--- src/rtl/thread_pc_sequencer_pkg.sv ---
// Shared types for the barrel-thread PC sequencer: sequencer state and
// the next-PC source select.
package thread_pc_pkg;

  typedef enum logic {
    ST_WARMUP = 1'b0,
    ST_RUN    = 1'b1
  } seq_state_e;

  typedef enum logic [1:0] {
    PC_SEL_INC    = 2'd0,
    PC_SEL_HOLD   = 2'd1,
    PC_SEL_BRANCH = 2'd2,
    PC_SEL_WRITE  = 2'd3
  } pc_sel_e;

endpackage

--- src/rtl/thread_pc_sequencer_if.sv ---
// Feedback / ALU-write inputs and issued-PC outputs of the thread PC sequencer.
interface thread_pc_sequencer_if #(
  parameter int PC_WIDTH          = 10,
  parameter int THREAD_ADDR_WIDTH = 3,
  parameter int D_OPERAND_WIDTH   = 10,
  parameter int WORD_WIDTH        = 36
);
  logic [PC_WIDTH-1:0]          branch_destination;
  logic                         jump;
  logic                         cancel;
  logic [D_OPERAND_WIDTH-1:0]   ALU_write_addr;
  logic [WORD_WIDTH-1:0]        ALU_write_data;
  logic [PC_WIDTH-1:0]          PC;
  logic [THREAD_ADDR_WIDTH-1:0] current_thread;
  logic                         pc_issue_valid;

  modport master (
    output branch_destination, jump, cancel, ALU_write_addr, ALU_write_data,
    input  PC, current_thread, pc_issue_valid
  );

  modport slave (
    input  branch_destination, jump, cancel, ALU_write_addr, ALU_write_data,
    output PC, current_thread, pc_issue_valid
  );
endinterface

--- src/rtl/thread_pc_sequencer_slot_counter.sv ---
// thread_slot_counter: round-robin slot thread counter plus the warmup
// cycle counter that tells the sequencer when the PC loop is primed.
module thread_slot_counter #(
  parameter int THREAD_COUNT      = 8,
  parameter int THREAD_ADDR_WIDTH = 3,
  parameter int INITIAL_THREAD    = 0
) (
  input  logic                         clock,
  input  logic                         reset_n,
  input  logic                         warm_en,
  output logic [THREAD_ADDR_WIDTH-1:0] slot_thread,
  output logic                         warm_last
);
  localparam logic [THREAD_ADDR_WIDTH-1:0] LAST = THREAD_ADDR_WIDTH'(THREAD_COUNT - 1);

  logic [THREAD_ADDR_WIDTH-1:0] slot_q, slot_d;
  logic [THREAD_ADDR_WIDTH-1:0] warm_q, warm_d;

  assign slot_thread = slot_q;
  assign warm_last   = (warm_q == LAST);

  always_comb begin
    slot_d = (slot_q == LAST) ? '0 : slot_q + 1'b1;
    warm_d = warm_q;
    if (warm_en) warm_d = warm_last ? '0 : warm_q + 1'b1;
  end

  always_ff @(posedge clock or negedge reset_n) begin
    if (!reset_n) begin
      slot_q <= THREAD_ADDR_WIDTH'(INITIAL_THREAD);
      warm_q <= '0;
    end else begin
      slot_q <= slot_d;
      warm_q <= warm_d;
    end
  end
endmodule

--- src/rtl/thread_pc_sequencer.sv ---
// Barrel-thread PC sequencer: one PC per cycle, round-robin over threads.
// Define THREAD_PC_WRITE_EN to enable the memory-mapped per-thread PC write.
module thread_pc_sequencer
  import thread_pc_pkg::*;
#(
  parameter int PC_WIDTH           = 10,
  parameter int THREAD_COUNT       = 8,
  parameter int THREAD_ADDR_WIDTH  = 3,
  parameter int INITIAL_THREAD     = 0,
  parameter int START_PC           = 0,
  parameter int PC_WRITE_ADDR_BASE = 0,
  parameter int D_OPERAND_WIDTH    = 10,
  parameter int WORD_WIDTH         = 36
) (
  input  logic                  clock,
  input  logic                  reset_n,
  thread_pc_sequencer_if.slave  bus
);
  logic [THREAD_ADDR_WIDTH-1:0] slot_thread;
  logic                         warm_last;
  seq_state_e                   state_q, state_d;
  pc_sel_e                      pc_sel;

  logic [PC_WIDTH-1:0]          pc_mem_q [THREAD_COUNT];
  logic [PC_WIDTH-1:0]          pc_mem_d [THREAD_COUNT];
  logic [PC_WIDTH-1:0]          cur_pc, next_pc, pc_q;
  logic [THREAD_ADDR_WIDTH-1:0] thread_q;
  logic                         valid_q;

  logic                         wr_hit;
  logic [THREAD_ADDR_WIDTH-1:0] wr_idx;
  logic [PC_WIDTH-1:0]          wr_data;

  thread_slot_counter #(
    .THREAD_COUNT      (THREAD_COUNT),
    .THREAD_ADDR_WIDTH (THREAD_ADDR_WIDTH),
    .INITIAL_THREAD    (INITIAL_THREAD)
  ) u_slot_counter (
    .clock       (clock),
    .reset_n     (reset_n),
    .warm_en     (state_q == ST_WARMUP),
    .slot_thread (slot_thread),
    .warm_last   (warm_last)
  );

`ifdef THREAD_PC_WRITE_EN
  // One extra bit so an address below the base shows up as a borrow.
  logic [D_OPERAND_WIDTH:0] wr_off;
  logic                     unused_wr_data;
  assign wr_off  = {1'b0, bus.ALU_write_addr} - (D_OPERAND_WIDTH + 1)'(PC_WRITE_ADDR_BASE);
  assign wr_hit  = !wr_off[D_OPERAND_WIDTH] &&
                   (wr_off[D_OPERAND_WIDTH-1:0] < D_OPERAND_WIDTH'(THREAD_COUNT));
  assign wr_idx  = wr_off[THREAD_ADDR_WIDTH-1:0];
  assign wr_data = bus.ALU_write_data[PC_WIDTH-1:0];
  assign unused_wr_data = ^bus.ALU_write_data[WORD_WIDTH-1:PC_WIDTH];
`else
  logic unused_alu_write;
  assign wr_hit  = 1'b0;
  assign wr_idx  = '0;
  assign wr_data = '0;
  assign unused_alu_write = ^{bus.ALU_write_addr, bus.ALU_write_data};
`endif

  assign cur_pc = pc_mem_q[slot_thread];

  always_ff @(posedge clock or negedge reset_n) begin
    if (!reset_n) state_q <= ST_WARMUP;
    else          state_q <= state_d;
  end

  always_comb begin
    state_d = state_q;
    if (state_q == ST_WARMUP && warm_last) state_d = ST_RUN;
  end

  // During warmup the feedback inputs carry nothing meaningful, so hold.
  always_comb begin
    pc_sel = PC_SEL_HOLD;
    if (state_q == ST_RUN) begin
      if (wr_hit && wr_idx == slot_thread) pc_sel = PC_SEL_WRITE;
      else if (bus.jump)                   pc_sel = PC_SEL_BRANCH;
      else if (bus.cancel)                 pc_sel = PC_SEL_HOLD;
      else                                 pc_sel = PC_SEL_INC;
    end
    case (pc_sel)
      PC_SEL_INC:    next_pc = cur_pc + 1'b1;
      PC_SEL_BRANCH: next_pc = bus.branch_destination;
      PC_SEL_WRITE:  next_pc = wr_data;
      default:       next_pc = cur_pc;
    endcase
  end

  always_comb begin
    pc_mem_d = pc_mem_q;
    pc_mem_d[slot_thread] = next_pc;
    if (wr_hit) pc_mem_d[wr_idx] = wr_data;
  end

  always_ff @(posedge clock or negedge reset_n) begin
    if (!reset_n) begin
      for (int i = 0; i < THREAD_COUNT; i++) pc_mem_q[i] <= PC_WIDTH'(START_PC);
      pc_q     <= PC_WIDTH'(START_PC);
      thread_q <= THREAD_ADDR_WIDTH'(INITIAL_THREAD);
      valid_q  <= 1'b0;
    end else begin
      pc_mem_q <= pc_mem_d;
      pc_q     <= next_pc;
      thread_q <= slot_thread;
      valid_q  <= (state_q == ST_RUN);
    end
  end

  assign bus.PC             = pc_q;
  assign bus.current_thread = thread_q;
  assign bus.pc_issue_valid = valid_q;
endmodule

--- src/flat_wrapper.sv ---
// flat-port wrapper written by rule: the top's interface ports become plain ports
module thread_pc_sequencer_flat import thread_pc_pkg::*;
#(
  parameter int PC_WIDTH           = 10,
  parameter int THREAD_COUNT       = 8,
  parameter int THREAD_ADDR_WIDTH  = 3,
  parameter int INITIAL_THREAD     = 0,
  parameter int START_PC           = 0,
  parameter int PC_WRITE_ADDR_BASE = 0,
  parameter int D_OPERAND_WIDTH    = 10,
  parameter int WORD_WIDTH         = 36
)
  (clock, reset_n, bus_branch_destination, bus_jump, bus_cancel, bus_ALU_write_addr, bus_ALU_write_data, bus_PC, bus_current_thread, bus_pc_issue_valid);
  thread_pc_sequencer_if #(.PC_WIDTH(PC_WIDTH), .THREAD_ADDR_WIDTH(THREAD_ADDR_WIDTH), .D_OPERAND_WIDTH(D_OPERAND_WIDTH), .WORD_WIDTH(WORD_WIDTH)) bus_i ();
  input  logic clock;
  input  logic reset_n;
  input wire logic [$bits(bus_i.branch_destination)-1:0] bus_branch_destination;
  input wire logic [$bits(bus_i.jump)-1:0] bus_jump;
  input wire logic [$bits(bus_i.cancel)-1:0] bus_cancel;
  input wire logic [$bits(bus_i.ALU_write_addr)-1:0] bus_ALU_write_addr;
  input wire logic [$bits(bus_i.ALU_write_data)-1:0] bus_ALU_write_data;
  output wire logic [$bits(bus_i.PC)-1:0] bus_PC;
  output wire logic [$bits(bus_i.current_thread)-1:0] bus_current_thread;
  output wire logic [$bits(bus_i.pc_issue_valid)-1:0] bus_pc_issue_valid;
  assign bus_i.branch_destination = bus_branch_destination;
  assign bus_i.jump = bus_jump;
  assign bus_i.cancel = bus_cancel;
  assign bus_i.ALU_write_addr = bus_ALU_write_addr;
  assign bus_i.ALU_write_data = bus_ALU_write_data;
  assign bus_PC = bus_i.PC;
  assign bus_current_thread = bus_i.current_thread;
  assign bus_pc_issue_valid = bus_i.pc_issue_valid;
  thread_pc_sequencer #(.PC_WIDTH(PC_WIDTH), .THREAD_COUNT(THREAD_COUNT), .THREAD_ADDR_WIDTH(THREAD_ADDR_WIDTH), .INITIAL_THREAD(INITIAL_THREAD), .START_PC(START_PC), .PC_WRITE_ADDR_BASE(PC_WRITE_ADDR_BASE), .D_OPERAND_WIDTH(D_OPERAND_WIDTH), .WORD_WIDTH(WORD_WIDTH)) u_core (.clock(clock), .reset_n(reset_n), .bus(bus_i));
endmodule
--- config.mk ---
export PLATFORM = sky130hd
export DESIGN_NAME = thread_pc_sequencer_flat
export DESIGN_NICKNAME = d
export VERILOG_FILES = /design/src/rtl/thread_pc_sequencer_pkg.sv /design/src/rtl/thread_pc_sequencer_if.sv /design/src/rtl/thread_pc_sequencer_slot_counter.sv /design/src/rtl/thread_pc_sequencer.sv /design/src/flat_wrapper.sv
export SDC_FILE = /design/constraint.sdc
export NUM_CORES = 1
export LEC_CHECK = 0
export BUFFER_PORTS_ARGS = -buffer_cell sky130_fd_sc_hd__buf_2
export CORE_ASPECT_RATIO = 0.6
export CORE_MARGIN = 3
export CORE_UTILIZATION = 51
export DETAILED_ROUTE_END_ITERATION = 7
export PLACE_DENSITY = 0.87
export SLEW_MARGIN = 15
export SYNTH_ARGS = -nofsm -noshare
export SYNTH_HDL_FRONTEND = slang
export SYNTH_SLANG_ARGS = --single-unit
--- constraint.sdc ---
create_clock -name clock -period 2.9 [get_ports clock]
set_input_delay 0.29 -clock clock [delete_from_list [all_inputs] [get_ports clock]]
set_output_delay 0.29 -clock clock [all_outputs]
set_load 0.005 [all_outputs]
==> results of run 1 <==
## layout by cell type (no fill, tap or decap), types with 2 or more instances in the layout
cell type and n:
buf_2 26, nand2b_1 2, o21ai_1 22, buf_4 44
dfrtp_2 3, buf_12 3, and3_1 2, nand2_1 91
mux2i_1 15, a221o_1 2, inv_1 17, clkbuf_8 2
nor2b_1 3, mux2i_2 3, o21ai_0 57, a211oi_1 2
ha_1 5, a22oi_1 2, clkbuf_16 10, a211oi_2 2
a21oi_1 13, dfrtp_1 98, mux4_2 12, nor2_1 17
o221ai_1 4, or4_4 3, a31oi_1 3, mux2_2 5
o22ai_1 2, nand3_1 5, a221oi_2 2, buf_6 3
## through the flow
step / utilization [%] / total power [W] / hold slack (ns) / cell area [um^2] / instances
floorplan: - / 0.00180 / -0.00559 / 4600 / 436
global placement: 59.1 / 0.00195 / 0.383 / 5110 / 593
detailed placement: 59.1 / 0.00198 / 0.394 / 5110 / 593
CTS: 62.4 / 0.00314 / 0.0213 / 5400 / 609
global route: 64.3 / 0.00328 / 0.0281 / 5570 / 620
finish: 64.3 / 0.00315 / -0.0195 / 5570 / 620
## sequential cells by signal, summed over array words and instances, names as in the netlist
name,cells
u_core.state_q,1
u_core.u_slot_counter.slot_thread,3
u_core.bus.pc_issue_valid,1
u_core.bus.PC,10
u_core.bus.current_thread,3
u_core.u_slot_counter.warm_q,3
u_core.pc_mem_q,80
## area by class of cell
class | count | area (um^2) | area share, %
clock buffer | 12 | 256 | 4.61
tap | 112 | 140 | 2.52
inverter | 18 | 67.6 | 1.21
multi-input combinational | 295 | 1960 | 35.1
timing repair buffer | 78 | 587 | 10.5
clock inverter | 4 | 30.0 | 0.539
sequential | 101 | 2530 | 45.5
## logic make-up (layout without fill, tap and decap cells)
group | after synthesis | count (layout)
buffers and inverters | 40 | 112
adder cells (fa/ha/maj) | 5 | 5
AND/OR/NAND/NOR | 132 | 132
AO/OA/AOI/OAI | 123 | 123
multiplexers | 35 | 35
flip-flops | 101 | 101
## timing repair
| action | 4_1_cts | 5_1_grt |
|---|---|---|
| resized for setup | 3 | 33 |
| setup buffers | 0 | 9 |
| pin swaps | 0 | 1 |
| hold buffers | 0 | 0 |
| gates cloned | 0 | 2 |
| setup endpoints to repair | 39 | 51 |
## cells in the mapped netlist (all sizes together), types with 5 or more instances
| master | number | area (um^2) |
|---|---|---|
| mux2i | 18 | 184 |
| clkbuf | 12 | 45.0 |
| buf | 10 | 60.1 |
| nor2 | 18 | 67.6 |
| nand3 | 5 | 25.0 |
| a21oi | 13 | 65.1 |
| dfrtp | 101 | 2530 |
| ha | 5 | 62.6 |
| inv | 18 | 67.6 |
| mux2 | 5 | 56.3 |
| mux4 | 12 | 278 |
| o21ai | 80 | 400 |
| nand2 | 91 | 342 |
## path summary, 6_finish.rpt
| kind | startpoint | end | slack (ns) | cells after the start |
|---|---|---|---|---|
| min | reset_n | u_core.bus.PC[0]$_DFF_PN0_ | -0.02 | 2 |
| max in group asynchronous | reset_n | u_core.u_slot_counter.slot_thread[1]$_DFF_PN0_ | 2.51 | 2 |
| min reg2reg | u_core.pc_mem_q[0]$_DFFE_PN0P_ | u_core.pc_mem_q[0]$_DFFE_PN0P_ | 0.48 | 2 |
| max | u_core.u_slot_counter.slot_thread[1]$_DFF_PN0_ | u_core.pc_mem_q[68]$_DFFE_PN0P_ | -0.02 | 13 |
| min in group clock | bus_branch_destination[1] | u_core.bus.PC[1]$_DFF_PN0_ | 0.33 | 4 |
| max reg2reg | u_core.u_slot_counter.slot_thread[1]$_DFF_PN0_ | u_core.pc_mem_q[68]$_DFFE_PN0P_ | -0.02 | 13 |
## power breakdown
group / leakage, nW / switching, W / internal (W) / total, W
combinational: 1.26 / 0.000216 / 0.000172 / 0.000388
clock: 0.139 / 0.000531 / 0.000632 / 0.00116
sequential: 1.19 / 0.0000650 / 0.00153 / 0.00160
## layer usage
layer	wire, um	GRT usage, %	vias to the layer above	share of wire [%]
met2	4850	32.3	150	43
met1	5250	32.6	1808	46
li1	-	-	1673	-
met4	149	7.44	0	1.3
met5	0	0	-	0
met3	1080	7.95	22	9.5
## worst max-delay path: stages (launching register included)
cell and delay (ns):
dfrtp_2 0.48, mux4_2 0.41, mux2i_2 0.10, inv_1 0.07
ha_1 0.13, nor2b_4 0.17, nand2_1 0.09, or4_4 0.44
a2111oi_4 0.27, a211oi_2 0.07, a311oi_2 0.25, buf_4 0.17
buf_6 0.11, a21oi_1 0.06
==> run metrics, run 1 <==
result of the run finished, violations left; failing checks hold timing, setup timing; sequential-to-total area share from yosys stat 54.9%; RSZ-0062 raised after global routing true; worst hold-check slack -0.0195 ns; Data required, critical path around 3.1 ns; data arrival time of the critical path about 3.2 ns; Post-Synth Simple-Gate Area roughly an eighth; mux contribution to synthesized area roughly 11%; adder-cell share of the synthesized area 1.36%; count of TritonRoute iterations in the first routing pass 5; area enclosed by the die boundary 10200 um^2; DRC violation count after routing 0; Cells after Synth 436; clock tree from TritonCTS yes; Avg Synthesized Cell Area 10.6 um^2; maximum net fanout on the critical path 6; Compound-Gate Fraction of Synth Area 16.6%; antenna violations before repair 0; type of the setup path with the least slack reg2reg; setup TNS -0.0715 ns; Congestion Overflow GR 0; layout overhead on the synthesized area 21.0%; Root Buffer clkbuf_16; global-route wire length before repair approximately 17000 um; total vias in the final route 3653; power density of the placed cells between 500 and 600 nW/um^2; maximum number of pins on one net before global-route repair between 100 and 150; Post-synth EDFFs 0; highest ir drop seen on vdd around 0.36 mV; Avg Vias per Cell between 5 and 6; number of clock buffers inserted by TritonCTS 9; share of final-layout standard cells stronger than drive strength 1 26.4%; ratio of final minimum period to clock period 101%; maximum buffer depth of the clock tree 2; number of pins with negative max-slew slack in the final report 0; routability-driven placement congestion ratio 0.880; post-route setup slack -0.0224 ns; largest family of logic cells by synthesized area compound AO/OA/AOI/OAI gates; final number of hold-violating endpoints 7; total global routing track utilization 22.7%; fin nets between 500 and 600; number of sinks on the clock net 101; Clk Latency, worst-skew pair around 0.35 ns; number of diodes added for antenna fixing 0; worst setup skew after layout 0.00816 ns; core area between 8000 and 9000 um^2; iteration-0 DRC count of the detailed router 360; aggregate routed wire length 11300 um; Net Count, Synth between 500 and 600; count of endpoints failing setup in the final report 5; number of unique standard cell types used by synthesis slightly below 50; std cell rows 26; number of top-level design ports 74; max_slew headroom a little over two fifths; time the final worst path needs with I/O delays and setup between 2 and 3 ns; mean routed wirelength per cell approximately 18 um; path class of the lowest-slack min-delay path in2async; parity-gate share of the synthesized area counting xor and xnor cells 0%; Post-Place Setup Slack -0.0553 ns; die outline height 79.6 um; clk slew on worst S/H paths roughly 0.070 ns; count of state elements after synthesis roughly 100; Yosys warning total 0; startpoint types flop; maxcap violations 0; post-DP HPWL 7520 um; number of global-route vias before repair 3409; sort of element at the end of the critical path flop; count of input and output buffers 27; die width roughly 130 um; Synth Cell Area 4600 um^2; flip-flop cell with the highest count after synthesis dfrtp_1; fill count around 670; fraction of registers with async set/reset 100%; slew of the pin with the lowest slew margin 0.849 ns; initial cell density of the core between 50% and 60%; reported leakage power ~2.6 nW; Antenna Violating Nets Remaining 0; peak clock frequency supported by timing about 340 MHz; H-Tree Depth 3
(Power assumes the default switching activity.)
==> run 2, diff against run 1 <==
Settings changed: CORE_UTILIZATION 51 to 40, PLACE_DENSITY 0.87 to default, PLACE_DENSITY_LB_ADDON from default to 0.3.
==> run metrics, run 2 (synthesized netlist as in run 1, its figures left out) <==
fill count 1017 (+51%); most common cell after layout, fill and taps aside dfrtp_1; number of global-route vias before repair 3318 (-2.7%); time the final worst path needs with I/O delays and setup 2.84 ns (-0.0808 ns); clock tree from TritonCTS yes; count of input and output buffers 27 (unchanged); initial cell density of the core 42.3% (-11 points); final number of hold-violating endpoints 49 (+42); RSZ-0062 raised after global routing true; total vias in the final route 3499 (-4.2%); area post-placement 5210 um^2 (+1.8%); peak clock frequency supported by timing 352 MHz (+2.8%); failing checks hold timing; clk slew on worst S/H paths 0.07 ns (about the same); Clk Latency, worst-skew pair 0.36 ns (about the same); number of top-level design ports 74 (unchanged); reported leakage power 2.58 nW (-0.50%); path class of the lowest-slack min-delay path in2async; aggregate routed wire length 11500 um (+1.5%); number of sinks on the clock net 101 (unchanged); sort of element at the end of the critical path flop; Seq pwr share 49.9% (-0.8 points); Congestion Overflow GR 0 (unchanged); antenna violations before repair 0 (unchanged); Data required, critical path 3.11 ns (-0.03 ns); worst path bufs/invs 1 (-2); family with the most delay on the worst path simple AND/OR/NAND/NOR gates; Largest register FFs 80 (unchanged); total global routing track utilization 19.2% (-3.5 points); internal power summed over all cells 0.00238 W (+1.8%); layout overhead on the synthesized area 21.1% (about the same); std cell rows 29 (+12%); routability-driven placement congestion ratio 0.805 (-8.5%); mean routed wirelength per cell 17.8 um (-2.9%); Post-Place Setup Slack -0.109 ns (-0.0538 ns); commonest non-fill, non-tap cells in the layout dfrtp_1 (99), nand2_1 (91), o21ai_0 (69); max_slew headroom 50.6% (+7.3 points); type of the setup path with the least slack reg2reg; series of cell instances along the critical path mux4_2, mux2i_1, or4_4, a211o_1, or4_4, a31oi_4, buf_12, o21ai_1; iteration-0 DRC count of the detailed router 272 (-24%); area enclosed by the die boundary 12900 um^2 (+26%); worst setup skew after layout 0.00772 ns (-0.000441 ns); post-route setup slack 0.0584 ns (+0.0808 ns); number of diodes added for antenna fixing 0 (unchanged); global-route wire length before repair 18300 um (+4.9%); data arrival time of the critical path 3.05 ns (-0.11 ns); Root Buffer clkbuf_16; slew of the pin with the lowest slew margin 0.742 ns (-0.108 ns); highest ir drop seen on vdd 0.318 mV (-13%); H-Tree Depth 3 (unchanged); die width 144 um (+12%); clock share of power 38.1% (+1.2 points); net switching power figure 0.000821 W (+1.1%); Avg Vias per Cell 5.40 (-8.4%); share of final-layout standard cells stronger than drive strength 1 26.1% (-0.25 points); power density of the placed cells 575 nW/um^2 (+1.6%); fin nets 569 (+0.18%); DRC violation count after routing 0 (unchanged); cell with the largest stage delay on the worst path dfrtp_1; number of pins with negative max-slew slack in the final report 0 (unchanged); number of clock buffers inserted by TritonCTS 9 (unchanged); worst hold-check slack -0.0309 ns (-0.0114 ns); CP most frequent cell or4_4; count of endpoints failing setup in the final report 0 (-5); maximum number of pins on one net before global-route repair 51 (-50%); power share of the combinational group 12.0% (-0.3 points); result of the run finished, violations left; count of TritonRoute iterations in the first routing pass 4 (-1); die outline height 89.1 um (+12%); Antenna Violating Nets Remaining 0 (unchanged); maximum buffer depth of the clock tree 2 (unchanged); register containing the most flip-flops in the final layout u_core.pc_mem_q; maximum net fanout on the critical path 9 (+3); startpoint types flop; core area 10900 um^2 (+26%); largest stage delay on the critical path 0.48 ns (about the same); maxcap violations 0 (unchanged); Sw Ratio 25.6% (-0.13 points); post-DP HPWL 7960 um (+5.9%); final cell area excluding filler cells 5570 um^2 (about the same); total power draw 0.00320 W (+1.7%); ratio of final minimum period to clock period 98.0% (-2.8 points)
run 2: changes by cell type in the layout (fill, tap and decap cells not counted), moves of 2 or more:
cell | previous run | this run
clkbuf_8 | 2 | 0
o21ai_0 | 57 | 69
o21ai_1 | 22 | 11
buf_4 | 44 | 47
run 2: worst register-to-register path, delay by kind of cell (launching register included):
family / cells / cell delay (ns)
AND/OR/NAND/NOR: 2 / 0.91
flip-flops: 1 / 0.48
AO/OA/AOI/OAI: 3 / 0.59
buffers and inverters: 1 / 0.15
multiplexers: 2 / 0.55
run 2: metrics by stage:
step           std cells  util [%]  TNS [ns]
4_1_cts              644      50.7         0
3_5_place_dp         628      47.9     -1.55
3_3_place_gp         628      47.9    -0.830
6_report             648      51.2         0
5_1_grt              648      51.2    -0.583
2_1_floorplan        436         -         0
run 2: routing by layer:
layer / routed length, um / up-vias / GRT usage (%)
met1: 5870 / 1716 / 29.3
met4: 123 / 0 / 5.08
li1: - / 1676 / -
met5: 0 / - / 0
met2: 4640 / 96 / 26.7
met3: 880 / 11 / 5.56
run 2: what timing repair did:
action	in CTS	in global routing
buffers inserted	0	3
resized for setup	3	13
gates cloned	0	1
hold buffers	0	0
pin swaps	0	1
setup endpoints to repair	45	52
run 2: final cells by class:
| type | instances | area (um^2) | area share, % |
|---|---|---|---|
| multi-input cells | 295 | 1930 | 34.7 |
| flip-flops and latches | 101 | 2530 | 45.4 |
| repair buffers | 79 | 571 | 10.2 |
| inverters | 18 | 67.6 | 1.21 |
| clock inverters | 7 | 73.8 | 1.32 |
| well taps | 139 | 174 | 3.12 |
| clock buffers | 9 | 225 | 4.04 |
run 2: final timing paths:
kind	cells after the start	to	start	slack [ns]
setup / recovery	8	u_core.pc_mem_q[79]$_DFFE_PN0P_	u_core.u_slot_counter.slot_thread[0]$_DFF_PN0_	0.06
setup reg to reg	8	u_core.pc_mem_q[79]$_DFFE_PN0P_	u_core.u_slot_counter.slot_thread[0]$_DFF_PN0_	0.06
hold reg to reg	2	u_core.pc_mem_q[57]$_DFFE_PN0P_	u_core.pc_mem_q[57]$_DFFE_PN0P_	0.48
max in group asynchronous	3	u_core.pc_mem_q[45]$_DFFE_PN0P_	reset_n	2.08
min in group clock	4	u_core.bus.PC[4]$_DFF_PN0_	bus_branch_destination[4]	0.32
hold / removal	1	u_core.bus.PC[0]$_DFF_PN0_	reset_n	-0.03
run 2: power groups by stage:
| stage | logic, W | registers [W] | clock network, W |
|---|---|---|---|
| after floorplan | 0.000199 | 0.00160 | 0 |
| after global placement | 0.000359 | 0.00161 | 0 |
| after detailed placement | 0.000373 | 0.00162 | 0 |
| after CTS | 0.000376 | 0.00160 | 0.00125 |
| after global routing | 0.000431 | 0.00161 | 0.00131 |
| final | 0.000383 | 0.00160 | 0.00122 |
